<file path="src/rtl/sig_dump_reader.sv">
// Signature dump reader: on a halt rising edge, walks [sig_start, sig_end) over an
// AXI4-Lite read master and streams the 32-bit words out in ascending address order.
//
// state | meaning
// IDLE  | waiting for the first halt rising edge after reset
// ADDR  | AR channel valid, holding the 64-bit aligned address until arready
// RESP  | rready high, waiting for the single outstanding R beat
// EMIT  | sig_valid high with the selected word until sig_ready
// FIN   | dump over, done (and maybe error) held until the next halt edge
module sig_dump_reader #(
    parameter int ADDR_W = 64,
    parameter int DATA_W = 64
) (
    input  logic              clk,
    input  logic              rst_n,
    input  logic              halt,
    input  logic [ADDR_W-1:0] sig_start,
    input  logic [ADDR_W-1:0] sig_end,
    output logic [ADDR_W-1:0] m_araddr,
    output logic              m_arvalid,
    input  logic              m_arready,
    input  logic [DATA_W-1:0] m_rdata,
    input  logic [1:0]        m_rresp,
    input  logic              m_rvalid,
    output logic              m_rready,
    output logic [31:0]       sig_word,
    output logic              sig_valid,
    input  logic              sig_ready,
    output logic              busy,
    output logic              done,
    output logic              error
);

    typedef enum logic [2:0] {IDLE, ADDR, RESP, EMIT, FIN} state_t;

    state_t            state;
    logic              halt_d;
    logic              halt_rise;
    logic [ADDR_W-1:0] addr;
    logic [ADDR_W-1:0] end_addr;
    logic [ADDR_W:0]   addr_nxt_wide;
    logic [ADDR_W-1:0] addr_nxt;
    logic              addr_more;

    assign halt_rise     = halt & ~halt_d;
    // One extra bit so an increment that wraps the address space never looks below end_addr.
    assign addr_nxt_wide = {1'b0, addr} + (ADDR_W+1)'(4);
    assign addr_nxt      = addr_nxt_wide[ADDR_W-1:0];
    assign addr_more     = addr_nxt_wide < {1'b0, end_addr};

    function automatic logic [ADDR_W-1:0] align8(input logic [ADDR_W-1:0] a);
        return {a[ADDR_W-1:3], 3'b000};
    endfunction

    always_ff @(posedge clk or negedge rst_n) begin
        if (!rst_n) begin
            state     <= IDLE;
            halt_d    <= 1'b0;
            addr      <= '0;
            end_addr  <= '0;
            m_araddr  <= '0;
            m_arvalid <= 1'b0;
            m_rready  <= 1'b0;
            sig_word  <= '0;
            sig_valid <= 1'b0;
            busy      <= 1'b0;
            done      <= 1'b0;
            error     <= 1'b0;
        end else begin
            halt_d <= halt;
            case (state)
                IDLE, FIN: begin
                    if (halt_rise) begin
                        addr     <= sig_start;
                        end_addr <= sig_end;
                        done     <= 1'b0;
                        error    <= 1'b0;
                        if (sig_start[1:0] != 2'b00 || sig_end[1:0] != 2'b00) begin
                            done  <= 1'b1;
                            error <= 1'b1;
                            state <= FIN;
                        end else if (sig_end <= sig_start) begin
                            done  <= 1'b1;
                            state <= FIN;
                        end else begin
                            m_araddr  <= align8(sig_start);
                            m_arvalid <= 1'b1;
                            busy      <= 1'b1;
                            state     <= ADDR;
                        end
                    end
                end
                ADDR: begin
                    if (m_arready) begin
                        m_arvalid <= 1'b0;
                        m_rready  <= 1'b1;
                        state     <= RESP;
                    end
                end
                RESP: begin
                    if (m_rvalid) begin
                        m_rready <= 1'b0;
                        if (m_rresp == 2'b00) begin
                            // Lower-addressed word lives in the upper half of the beat.
                            sig_word  <= addr[2] ? m_rdata[31:0] : m_rdata[63:32];
                            sig_valid <= 1'b1;
                            state     <= EMIT;
                        end else begin
                            error <= 1'b1;
                            done  <= 1'b1;
                            busy  <= 1'b0;
                            state <= FIN;
                        end
                    end
                end
                EMIT: begin
                    if (sig_ready) begin
                        sig_valid <= 1'b0;
                        addr      <= addr_nxt;
                        if (addr_more) begin
                            m_araddr  <= align8(addr_nxt);
                            m_arvalid <= 1'b1;
                            state     <= ADDR;
                        end else begin
                            busy  <= 1'b0;
                            done  <= 1'b1;
                            state <= FIN;
                        end
                    end
                end
                default: state <= IDLE;
            endcase
        end
    end

endmodule

</file>
<file path="config.mk">
export PLATFORM = sky130hd
export DESIGN_NAME = sig_dump_reader
export DESIGN_NICKNAME = d
export VERILOG_FILES = /design/src/rtl/sig_dump_reader.sv
export SDC_FILE = /design/constraint.sdc
export NUM_CORES = 1
export LEC_CHECK = 0
export ABC_CLOCK_PERIOD_IN_PS = 9200
export CAP_MARGIN = 10
export CORE_ASPECT_RATIO = 1.4
export CORE_MARGIN = 2
export CORE_UTILIZATION = 56
export DETAILED_ROUTE_END_ITERATION = 8
export PLACE_DENSITY = 0.91
export SYNTH_ARGS = -nofsm -noshare
export SYNTH_HDL_FRONTEND = slang
export SYNTH_SLANG_ARGS = --single-unit
</file>
<file path="constraint.sdc">
create_clock -name clk -period 9.2 [get_ports clk]
set_clock_uncertainty 0.05 [all_clocks]
set_input_delay 2.3 -clock clk [delete_from_list [all_inputs] [get_ports clk]]
set_output_delay 2.3 -clock clk [all_outputs]
set_load 0.05 [all_outputs]
</file>
==> results.toml <==
[status]
status = "finished clean"

[placement]
routabilityCongestion = 0.942
dp_hpwl_um = 31300
post_dp_cell_area_sq_um = 17400
dp_cells = 2136
port_buffers = 298

[power]
combPwrFrac_pct = 36.5
max-vdd-ir-drop_v = 0.000207
clock_power_share_pct = 26.6
pwr-share-seq_pct = 37.0
power-per-cell-area_nw_per_um2 = 204
switching_share_pct = 37.7
p_switching_uw = 1400
p_int_uw = 2310
p_leak_uw = 0.00832

[clock_tree]
clk_pin_slew_worst_paths_ps = 70
cts_made_buffers = 24
clock_path_buffers = 3
cts_root_buffer = "clkbuf_16"
hold_buffers = 0
htreeDepth = 1
cts_resized = 0
tritoncts = "built"
cts_setup_buffers = 0
clk_latency_ps = 530
cts_sinks = 231

[yosys]
netlist.area_leader.share_pct = 40.9
async_flop_share_pct = 100
syn_avg_cell_area_sq_um = 8.98
synthMuxAreaShare_pct = 9.93
synth_compound_area_share_pct = 13.1
synth-edff-count = 0
synthAdderAreaFrac_pct = 11.3
synth_top_area_cell = "dfrtp_1"
synth_cells = 1575
synthTopCellsByArea = "dfrtp_1 41%, ha_1 11%, o21ai_0 5.8%"
synth-simple-area-share_pct = 13.9
ys_ff_latch = 231
yosys_most_used_dff = "dfrtp_1"
yosys_warnings = 0
netlist_area_sq_um = 14100
ys_types = 63
ys_seq_area_share_pct = 40.9
synth_top_family_by_area = "simple AND/OR/NAND/NOR gates"
synth_xor_area_share_pct = 3.72

[finish]
layout_common_cells = "297 x clkdlybuf4s50_1, 230 x dfrtp_1, 204 x nand2_1"
area.growth.synth_to_final_pct = 28.5
fillCellCount = 1653
layout-drive-gt1-share_pct = 5.68
instances_no_fill = 2180
nets = 2175
diodes = 0
stdcell_area_sq_um = 18200
final_common_cell = "clkdlybuf4s50_1"

[drt]
drc = 0
ant_nets = 0
avgRoutedWirePerCell_um = 19.4
viasPerCell = 5.90
vias = 12900
totalWireLength_um = 42400
dr.pass1.iters = 7
drt-initial-drc-count = 753

[global_route]
grt_overflow_total = 0
grt_pass1_vias = 13400
grt_pass1_wl_um = 67100
grt_start_max_net_pins = 98
grt_usage_pct = 31.0
antenna_found_initial = 0

[sta]
finalCriticalPeriod_ps = 6780
slew_headroom_pct = 36.5
drv_slew = 0
setup_violations = 0
fmax_mhz = 148
rsz0062_at_grt = "no"
worst_pin_slew_ps = 952
setup_tns_ps = 0
hold_viol = 0
period_share_pct = 73.7

[floorplan]
dieArea_sq_um = 26600
die_h_um = 192
die_x_um = 138
start_util_pct = 57.1
num_rows = 68
io_pins = 302
fp.coreArea_sq_um = 24800

[worst_setup_path]
slowest_stage = "a21oi_4"
crit_buf_inv = 1
cp_data_arrival_time_ps = 7130
critical_path_class = "reg2reg"
critPathRequiredTime_ps = 9550
critPathMaxStageDelay_ps = 770
start_kind = "register"
path_depth = 17
reg2regPathDepth = 17
end_kind = "register"
cp_cell_sequence = "ha_1 > nand3_1 > nor3_1 > nand2_1 > nor3_1 > nand3_1 > xnor2_1 > ha_1 > a211oi_1 > o21bai_1 > a2111oi_0 > o21ai_1 > o311ai_1 > nand3_1 > a21oi_4 > buf_12 > mux2_1"
cp_max_fo = 44
crit_family = "compound AO/OA/AOI/OAI gates"
cpMostUsedCell = "nand3_1"

[job]
maxCapViolations = 0

[min_path]
hold_path_class = "reg2reg"
hold_depth = 2
==> metrics by stage <==
step	hold slack, ps	setup slack (ps)	total power [uW]	util [%]
after floorplan	387	4490	2200	-
after global placement	403	2550	2650	70.2
after detailed placement	405	2360	2720	70.2
after CTS	421	2480	3720	73.4
after global routing	459	2010	3900	73.4
final	425	2420	3710	73.4
==> flip-flops by register name, summed over array words and instances (netlist names) <==
name / cells
error: 1
sig_word: 32
end_addr: 64
busy: 1
halt_d: 1
m_rready: 1
addr: 64
sig_valid: 1
m_araddr: 61
m_arvalid: 1
state: 3
done: 1
==> cell type report <==
class | instances | area (sq um) | area share, %
multi-input combinational | 1087 | 7400 | 40.7
sequential | 231 | 5780 | 31.8
timing repair buffer | 309 | 3080 | 17.0
inverter | 194 | 728 | 4.01
clock buffer | 35 | 702 | 3.86
tap | 315 | 394 | 2.17
clock inverter | 9 | 90.1 | 0.496
==> cells in the mapped netlist (2+ instances only) <==
cell / number
a2111oi_0: 2
a211oi_1: 4
a21o_1: 8
a21oi_1: 91
a221o_1: 4
a221oi_1: 4
a22oi_1: 8
a31oi_1: 4
a41oi_1: 2
and2_1: 3
and3_1: 13
and4_1: 7
buf_1: 8
buf_2: 3
buf_4: 9
clkbuf_1: 45
dfrtp_1: 231
ha_1: 128
inv_1: 194
mux2_1: 25
mux2_2: 42
mux2i_1: 65
nand2_1: 205
nand2b_1: 3
nand3_1: 49
nand4_1: 25
nor2_1: 87
nor2b_1: 4
nor3_1: 22
nor4_1: 8
o211ai_1: 8
o21a_1: 3
o21ai_0: 165
o22a_1: 2
o22ai_1: 5
o31ai_1: 2
or3_1: 2
or4_1: 2
xnor2_1: 44
xor2_1: 16
==> path summary, 6_finish.rpt <==
check                        start  slack, ps      endpoint
setup / recovery           addr[3]       2420  m_araddr[31]
setup reg to reg           addr[3]       2420  m_araddr[31]
hold reg to reg            addr[0]        420       addr[0]
hold / removal             addr[0]        420       addr[0]
min in group asynchronous    rst_n       1760  m_araddr[24]
max in group asynchronous    rst_n       5830  end_addr[28]
==> metal layers <==
layer  vias to the layer above  GRT usage [%]  routed length (um)
li1                       5902              -                   -
met1                      6208           34.6               15600
met2                       569           57.7               21900
met3                       173           4.59                2550
met4                         0           15.5                2310
met5                         -              0                   0
==> worst register-to-register path, delay by kind of cell (launching register included) <==
kind	cells	cell delay [ps]
AO/OA/AOI/OAI	6	2590
buffers and inverters	1	390
adder cells (fa/ha/maj)	2	490
multiplexers	1	410
AND/OR/NAND/NOR	6	2120
XOR/XNOR	1	220
flip-flops	1	390
==> cells by family (layout without fill, tap and decap cells) <==
group                      count (synthesis)  in the layout
AOI/OAI and AO/OA                        327            327
muxes                                    132            132
and+or+nand+nor                          437            437
DFF                                      231            231
xor gates and xnor gates                  60             60
buffers and inverters                    259            547
other                                      1              3
adders and majority gates                128            128
==> power groups by stage <==
stage / registers [uW] / clock network (uW) / logic, uW
floorplan: 1650 / 0 / 553
global placement: 1370 / 0 / 1280
detailed placement: 1390 / 0 / 1330
CTS: 1370 / 996 / 1350
global route: 1390 / 1040 / 1470
finish: 1370 / 986 / 1350
No activity file was read; power rests on OpenSTA's default activity.
